**src/rtl/mux_n_1_sync.sv**
```systemverilog
// Registered N-to-1 channel selector. Channel switches are requested by handshake,
// deferred to the next frame strobe and followed by GUARD forced-zero output cycles.
module mux_n_1_sync #(
    parameter  int N_CH        = 4,
    parameter  int W           = 1,
    parameter  int GUARD       = 2,
    parameter  int DEFAULT_SEL = 0,
    localparam int SEL_W       = (N_CH > 2) ? $clog2(N_CH) : 1
) (
    input  logic              CLK,
    input  logic              RST,
    input  logic [N_CH*W-1:0] M_IN,
    input  logic [SEL_W-1:0]  M_SEL,
    input  logic              M_SEL_VALID,
    output logic              M_SEL_READY,
    input  logic              M_SYNC,
    output logic [W-1:0]      M_OUT,
    output logic [SEL_W-1:0]  M_ACTIVE,
    output logic              M_BUSY,
    output logic              M_ERR
);

    localparam logic [1:0]       S_PASS  = 2'd0;
    localparam logic [1:0]       S_WAIT  = 2'd1;
    localparam logic [1:0]       S_BLANK = 2'd2;
    localparam logic [SEL_W:0]   N_CH_X  = (SEL_W + 1)'(N_CH);
    localparam logic [SEL_W-1:0] DEF_SEL = SEL_W'(DEFAULT_SEL);
    localparam logic [7:0]       GUARD_M1 = (GUARD > 0) ? 8'(GUARD - 1) : 8'd0;

    logic [1:0]       state_q, state_d;
    logic [SEL_W-1:0] active_q, active_d;
    logic [SEL_W-1:0] pend_q, pend_d;
    logic [7:0]       cnt_q, cnt_d;
    logic [W-1:0]     out_q, out_d;
    logic             err_q, err_d;
    logic             zero_q, zero_d;
    logic [W-1:0]     sel_data;
    logic             accept;
    logic             sel_oob;

    // Only in-range indices are decoded, so a bad code can never select data.
    always_comb begin
        sel_data = '0;
        for (int c = 0; c < N_CH; c++) begin
            if (active_q == SEL_W'(c)) begin
                sel_data = M_IN[c*W +: W];
            end
        end
    end

    assign accept  = M_SEL_VALID && (state_q == S_PASS);
    assign sel_oob = ({1'b0, M_SEL} >= N_CH_X);

    always_comb begin
        state_d  = state_q;
        active_d = active_q;
        pend_d   = pend_q;
        cnt_d    = cnt_q;
        out_d    = sel_data;
        err_d    = 1'b0;
        zero_d   = 1'b0;
        case (state_q)
            S_PASS: begin
                if (accept) begin
                    if (sel_oob) begin
                        err_d = 1'b1;
                    end else if (M_SEL != active_q) begin
                        pend_d  = M_SEL;
                        state_d = S_WAIT;
                    end
                end
            end
            S_WAIT: begin
                if (M_SYNC) begin
                    if (GUARD == 0) begin
                        active_d = pend_q;
                        state_d  = S_PASS;
                    end else begin
                        out_d  = '0;
                        zero_d = 1'b1;
                        if (GUARD == 1) begin
                            active_d = pend_q;
                            cnt_d    = 8'd0;
                            state_d  = S_PASS;
                        end else begin
                            cnt_d   = GUARD_M1;
                            state_d = S_BLANK;
                        end
                    end
                end
            end
            S_BLANK: begin
                out_d  = '0;
                zero_d = 1'b1;
                // Leave on the edge that writes the last zero so exactly GUARD zeros are emitted.
                if (cnt_q <= 8'd1) begin
                    active_d = pend_q;
                    cnt_d    = 8'd0;
                    state_d  = S_PASS;
                end else begin
                    cnt_d = cnt_q - 8'd1;
                end
            end
            default: begin
                state_d = S_PASS;
            end
        endcase
    end

    always_ff @(posedge CLK) begin
        if (RST) begin
            state_q  <= S_PASS;
            active_q <= DEF_SEL;
            pend_q   <= '0;
            cnt_q    <= 8'd0;
            out_q    <= '0;
            err_q    <= 1'b0;
            zero_q   <= 1'b0;
        end else begin
            state_q  <= state_d;
            active_q <= active_d;
            pend_q   <= pend_d;
            cnt_q    <= cnt_d;
            out_q    <= out_d;
            err_q    <= err_d;
            zero_q   <= zero_d;
        end
    end

    // BUSY also covers the final zero cycle, after READY has already returned.
    assign M_OUT       = out_q;
    assign M_ACTIVE    = active_q;
    assign M_SEL_READY = (state_q == S_PASS);
    assign M_BUSY      = (state_q != S_PASS) || zero_q;
    assign M_ERR       = err_q;

endmodule

```
**config.mk**
```make
export PLATFORM = sky130hd
export DESIGN_NAME = mux_n_1_sync
export DESIGN_NICKNAME = d
export VERILOG_FILES = /design/src/rtl/mux_n_1_sync.sv
export SDC_FILE = /design/constraint.sdc
export NUM_CORES = 1
export LEC_CHECK = 0
export ABC_CLOCK_PERIOD_IN_PS = 2100
export CAP_MARGIN = 15
export CORE_MARGIN = 2
export CORE_UTILIZATION = 37
export CTS_BUF_LIST = sky130_fd_sc_hd__clkbuf_8
export CTS_CLUSTER_SIZE = 28
export DETAILED_ROUTE_END_ITERATION = 8
export HOLD_SLACK_MARGIN = 0.05
export PLACE_DENSITY_LB_ADDON = 0.3
export REMOVE_ABC_BUFFERS = 1
export SETUP_SLACK_MARGIN = 0.4
export SYNTH_ARGS = -nofsm -noshare
export SYNTH_HDL_FRONTEND = slang
export SYNTH_SLANG_ARGS = --single-unit
```
**constraint.sdc**
```tcl
create_clock -name CLK -period 2.1 [get_ports CLK]
set_clock_uncertainty 0.05 [all_clocks]
set_input_delay 0.21 -clock CLK [delete_from_list [all_inputs] [get_ports CLK]]
set_output_delay 0.21 -clock CLK [all_outputs]
set_load 0.02 [all_outputs]
```
==> impl_results.rst <==
.. list-table::
   :header-rows: 1

   * - Metric
     - Value
   * - Warning count from the yosys run
     - 0
   * - Post-Syn Area
     - 888 sq um
   * - Die Span Y
     - 53 um
   * - HP Class
     - flop to flop
   * - Sort of element at the end of the critical path
     - flop
   * - Share of the yosys chip area belonging to registers
     - 36.1%
   * - Count of pins on the block boundary
     - 16
   * - DRT Pass-1 Iters
     - 4
   * - Met2 WL
     - 996 um
   * - Fraction of layout instances using a drive strength above 1
     - 22.8%
   * - Clock tree buffer depth
     - 2
   * - Routed met1 length
     - 757 um
   * - Hold slack
     - 0.420 ns
   * - Commonest cells after routing, fill and taps aside
     - 14 x sky130_fd_sc_hd__dfxtp_1, 12 x sky130_fd_sc_hd__nor2_1, 12 x sky130_fd_sc_hd__clkdlybuf4s50_1
   * - Arithmetic-cell share of the synthesized area counting full adders, half adders and majority gates
     - 7.04%
   * - Ordered list of cells on the worst path
     - or4_4, o31a_4, a211oi_2, mux2i_1
   * - Initial core utilization
     - 39.8%
   * - Global-route congestion overflow total
     - 0
   * - Count of distinct cell types in the synthesized netlist
     - 36
   * - Inserted Diodes
     - 0
   * - Full die area
     - 2810 sq um
   * - CP Data Arrival Time
     - 1.85 ns
   * - Worst vdd ir
     - 0.412 mV
   * - Worst Setup Slack post-DPL
     - around 0.12 ns
   * - Antenna-violating nets left
     - 0
   * - CP Max Fanout
     - 5
   * - Critical path start-end classification
     - flop to flop
   * - Clk_lat worst skew
     - ~0.25 ns
   * - Final Setup Violations
     - 0
   * - Buffers plus inverters on the worst setup path
     - 0
   * - Xor and xnor area share after synthesis
     - between 6 and 7%
   * - Maximum cell stage delay along the critical path
     - 0.57 ns
   * - Clock share of power
     - ~28%
   * - Most area-consuming cells after synthesis
     - sky130_fd_sc_hd__dfxtp_1 36%, sky130_fd_sc_hd__ha_1 7.0%, sky130_fd_sc_hd__mux2i_1 6.8%, sky130_fd_sc_hd__nor2_1 5.5%, sky130_fd_sc_hd__xnor2_1 4.9%
   * - Avg Inst Size Synth
     - between 9 and 10 sq um
   * - Unrepaired setup endpoints after global routing
     - true
   * - CTS tree
     - done
   * - Area growth from synthesis to final layout
     - 30.8%
   * - Most common library cell in the layout ignoring fill and taps
     - sky130_fd_sc_hd__dfxtp_1
   * - Main combinational cell family by area after synthesis
     - simple AND/OR/NAND/NOR gates
   * - Clk root buf
     - sky130_fd_sc_hd__clkbuf_8
   * - Routed vias/inst
     - 5.02
   * - Total wire length after detailed routing
     - 1820 um
   * - Pwr dens
     - about 820 nW/um^2
   * - Sequential share of power
     - 37.4%
   * - Maximum clock rate
     - 0.581 GHz
   * - Synth top area share
     - 36.1%
   * - Final layout net count
     - 130
   * - Std cell rows
     - 17
   * - Via count of the first global-routing pass
     - 770
   * - Part of the power in combinational logic
     - 34.1%
   * - Met3 wire len
     - 64 um
   * - All-Layer GR Usage
     - 15.5%
   * - Basic-gate share of the synthesized area counting and, or, nand and nor cells
     - 20.6%
   * - Highest metal layer with signal wires
     - met3
   * - Total of buffers placed on input and output ports
     - 14
   * - Period minus WS final
     - around 1.7 ns
   * - Final routed wire length divided by cell count
     - 12.8 um
   * - Status
     - finished clean
   * - Number of vias after detailed routing
     - just over 700
   * - Width of the die
     - about 53 um
   * - Switching component of the power
     - 287 uW
   * - Startpoint type of the worst setup path
     - flop
   * - Clock transition at the register clock pins on the worst setup and hold paths after CTS
     - around 0.06 ns
   * - Cell type with the largest total area after synthesis
     - sky130_fd_sc_hd__dfxtp_1
   * - Total chip power
     - 950 uW
   * - Fill cell total of the finished layout
     - 227
   * - Utilization of the core after routing
     - between 50% and 60%
   * - Largest delay contributor family on the critical path
     - simple AND/OR/NAND/NOR gates
   * - DR DRC count
     - 0
   * - Period Utilization, post-route
     - 82.0%
   * - Number of antenna violations at the first check in global routing
     - 0
   * - Proportion of synthesized area in mux cells
     - 9.30%
   * - Gp weighted congestion
     - around 0.77
   * - Worst Setup Slack, final
     - 0.378 ns
   * - Switch share
     - 30.2%
   * - Total CTS buffers
     - 3
   * - Fraction of the mapped netlist area in compound gates
     - between 10% and 20%
   * - Hold_buf cts
     - 0
   * - Cell at the slowest stage of the critical path
     - sky130_fd_sc_hd__or4_4
   * - Number of storage elements in the synthesis netlist
     - 16
   * - Largest net degree at the start of global routing
     - 10
   * - Total negative setup slack
     - 0 ns
   * - Detailed-placement wirelength estimate
     - 1430 um
   * - Max Cap Violations
     - 0
   * - Final hold viol count
     - 0
   * - Worst path required time
     - 2.23 ns
   * - Internal power
     - between 600 and 700 uW
   * - Iteration-0 DRC count of the detailed router
     - 7
   * - Leak Pwr
     - 0.464 nW
   * - Number of H-tree levels
     - 1
   * - Final-report max-slew violation count
     - 0
   * - Cells after Synth
     - 94
   * - Count of clock tree sinks
     - 16
   * - First-pass GRT wire length
     - 3140 um
   * - Placeable Area
     - 2230 sq um
==> path summary, 6_finish.rpt <==
| kind | startpoint | endpoint | slack (ns) | depth (start not counted) |
|---|---|---|---|---|
| setup / recovery | cnt_q[5]$_SDFFE_PP0P_ | state_q[1]$_SDFFE_PP0P_ | 0.38 | 4 |
| setup reg to reg | cnt_q[5]$_SDFFE_PP0P_ | state_q[1]$_SDFFE_PP0P_ | 0.38 | 4 |
| hold reg to reg | cnt_q[1]$_SDFFE_PP0P_ | cnt_q[1]$_SDFFE_PP0P_ | 0.42 | 2 |
| hold / removal | cnt_q[1]$_SDFFE_PP0P_ | cnt_q[1]$_SDFFE_PP0P_ | 0.42 | 2 |
==> cell families (layout without fill, tap and decap cells) <==
logic type               Yosys count  in the layout
AO/OA/AOI/OAI                     14             14
buffers and inverters             10             30
adder cells (fa/ha/maj)            5              5
multiplexers                       7              7
other                              1              1
AND/OR/NAND/NOR                   34             34
flip-flops                        16             16
XOR/XNOR                           7              7
==> sequential cells by signal (all words and copies together) (netlist names) <==
signal,count
M_OUT,1
pend_q,2
zero_q,1
state_q,2
cnt_q,8
M_ACTIVE,2
==> Yosys cell counts <==
library cell,number
sky130_fd_sc_hd__nand4b_1,1
sky130_fd_sc_hd__mux4_2,1
sky130_fd_sc_hd__nor4_2,1
sky130_fd_sc_hd__o21ai_0,2
sky130_fd_sc_hd__o311a_1,1
sky130_fd_sc_hd__inv_1,7
sky130_fd_sc_hd__a221oi_1,1
sky130_fd_sc_hd__nand3b_1,1
sky130_fd_sc_hd__clkbuf_1,1
sky130_fd_sc_hd__nand2_1,5
sky130_fd_sc_hd__a21oi_1,3
sky130_fd_sc_hd__nor3_1,2
sky130_fd_sc_hd__and2b_2,1
sky130_fd_sc_hd__a211oi_2,1
sky130_fd_sc_hd__o21bai_1,1
sky130_fd_sc_hd__nor3b_1,1
sky130_fd_sc_hd__nand2b_1,2
sky130_fd_sc_hd__o211ai_1,1
sky130_fd_sc_hd__o31ai_2,1
sky130_fd_sc_hd__or3_2,2
sky130_fd_sc_hd__o31a_4,1
sky130_fd_sc_hd__nor4_1,2
sky130_fd_sc_hd__xnor2_1,5
sky130_fd_sc_hd__or4_1,1
sky130_fd_sc_hd__or2_2,1
sky130_fd_sc_hd__o31ai_4,1
sky130_fd_sc_hd__buf_2,1
sky130_fd_sc_hd__buf_4,1
sky130_fd_sc_hd__conb_1,1
sky130_fd_sc_hd__ha_1,5
sky130_fd_sc_hd__dfxtp_1,16
sky130_fd_sc_hd__and3_1,1
sky130_fd_sc_hd__xor2_1,2
sky130_fd_sc_hd__nor2_1,13
sky130_fd_sc_hd__o211a_1,1
sky130_fd_sc_hd__mux2i_1,6
==> cell type report <==
type	instances	area [sq um]	area share, %
Sequential cell	16	323	27.8
Timing Repair Buffer	19	176	15.2
Multi-Input combinational cell	68	547	47.0
Tap cell	28	35.0	3.01
Inverter	7	26.3	2.26
Clock buffer	4	55.1	4.74
==> timing repair <==
item,in CTS,in global routing
gates resized for setup,6,4
setup endpoints to repair,13,13
setup buffers,3,0
pin swaps,7,1
==> stage by stage <==
stage          instance area [sq um]  instances
2_1_floorplan                    872         91
3_3_place_gp                    1060        135
3_5_place_dp                    1060        135
4_1_cts                         1150        142
5_1_grt                         1160        142
6_report                        1160        142
==> per-layer routing <==
metal	GRT usage, %	vias to the layer above
met5	0	-
met4	2.99	0
met3	5.08	0
met2	30.6	13
met1	15.5	337
li1	-	363
==> power groups by stage <==
| stage | combinational, mW | clock [mW] | sequential, mW |
|---|---|---|---|
| finish | 0.324 | 0.271 | 0.355 |
| detailed placement | 0.292 | 0 | 0.361 |
| floorplan | 0.208 | 0 | 0.358 |
| CTS | 0.323 | 0.284 | 0.354 |
| global placement | 0.288 | 0 | 0.359 |
| global route | 0.357 | 0.298 | 0.359 |
==> worst register-to-register path, delay by kind of cell (launching register included) <==
kind | cells | cell delay [ns]
AO/OA/AOI/OAI | 2 | 0.51
flip-flops | 1 | 0.32
multiplexers | 1 | 0.21
AND/OR/NAND/NOR | 1 | 0.57
No activity file was read; power rests on OpenSTA's default activity.
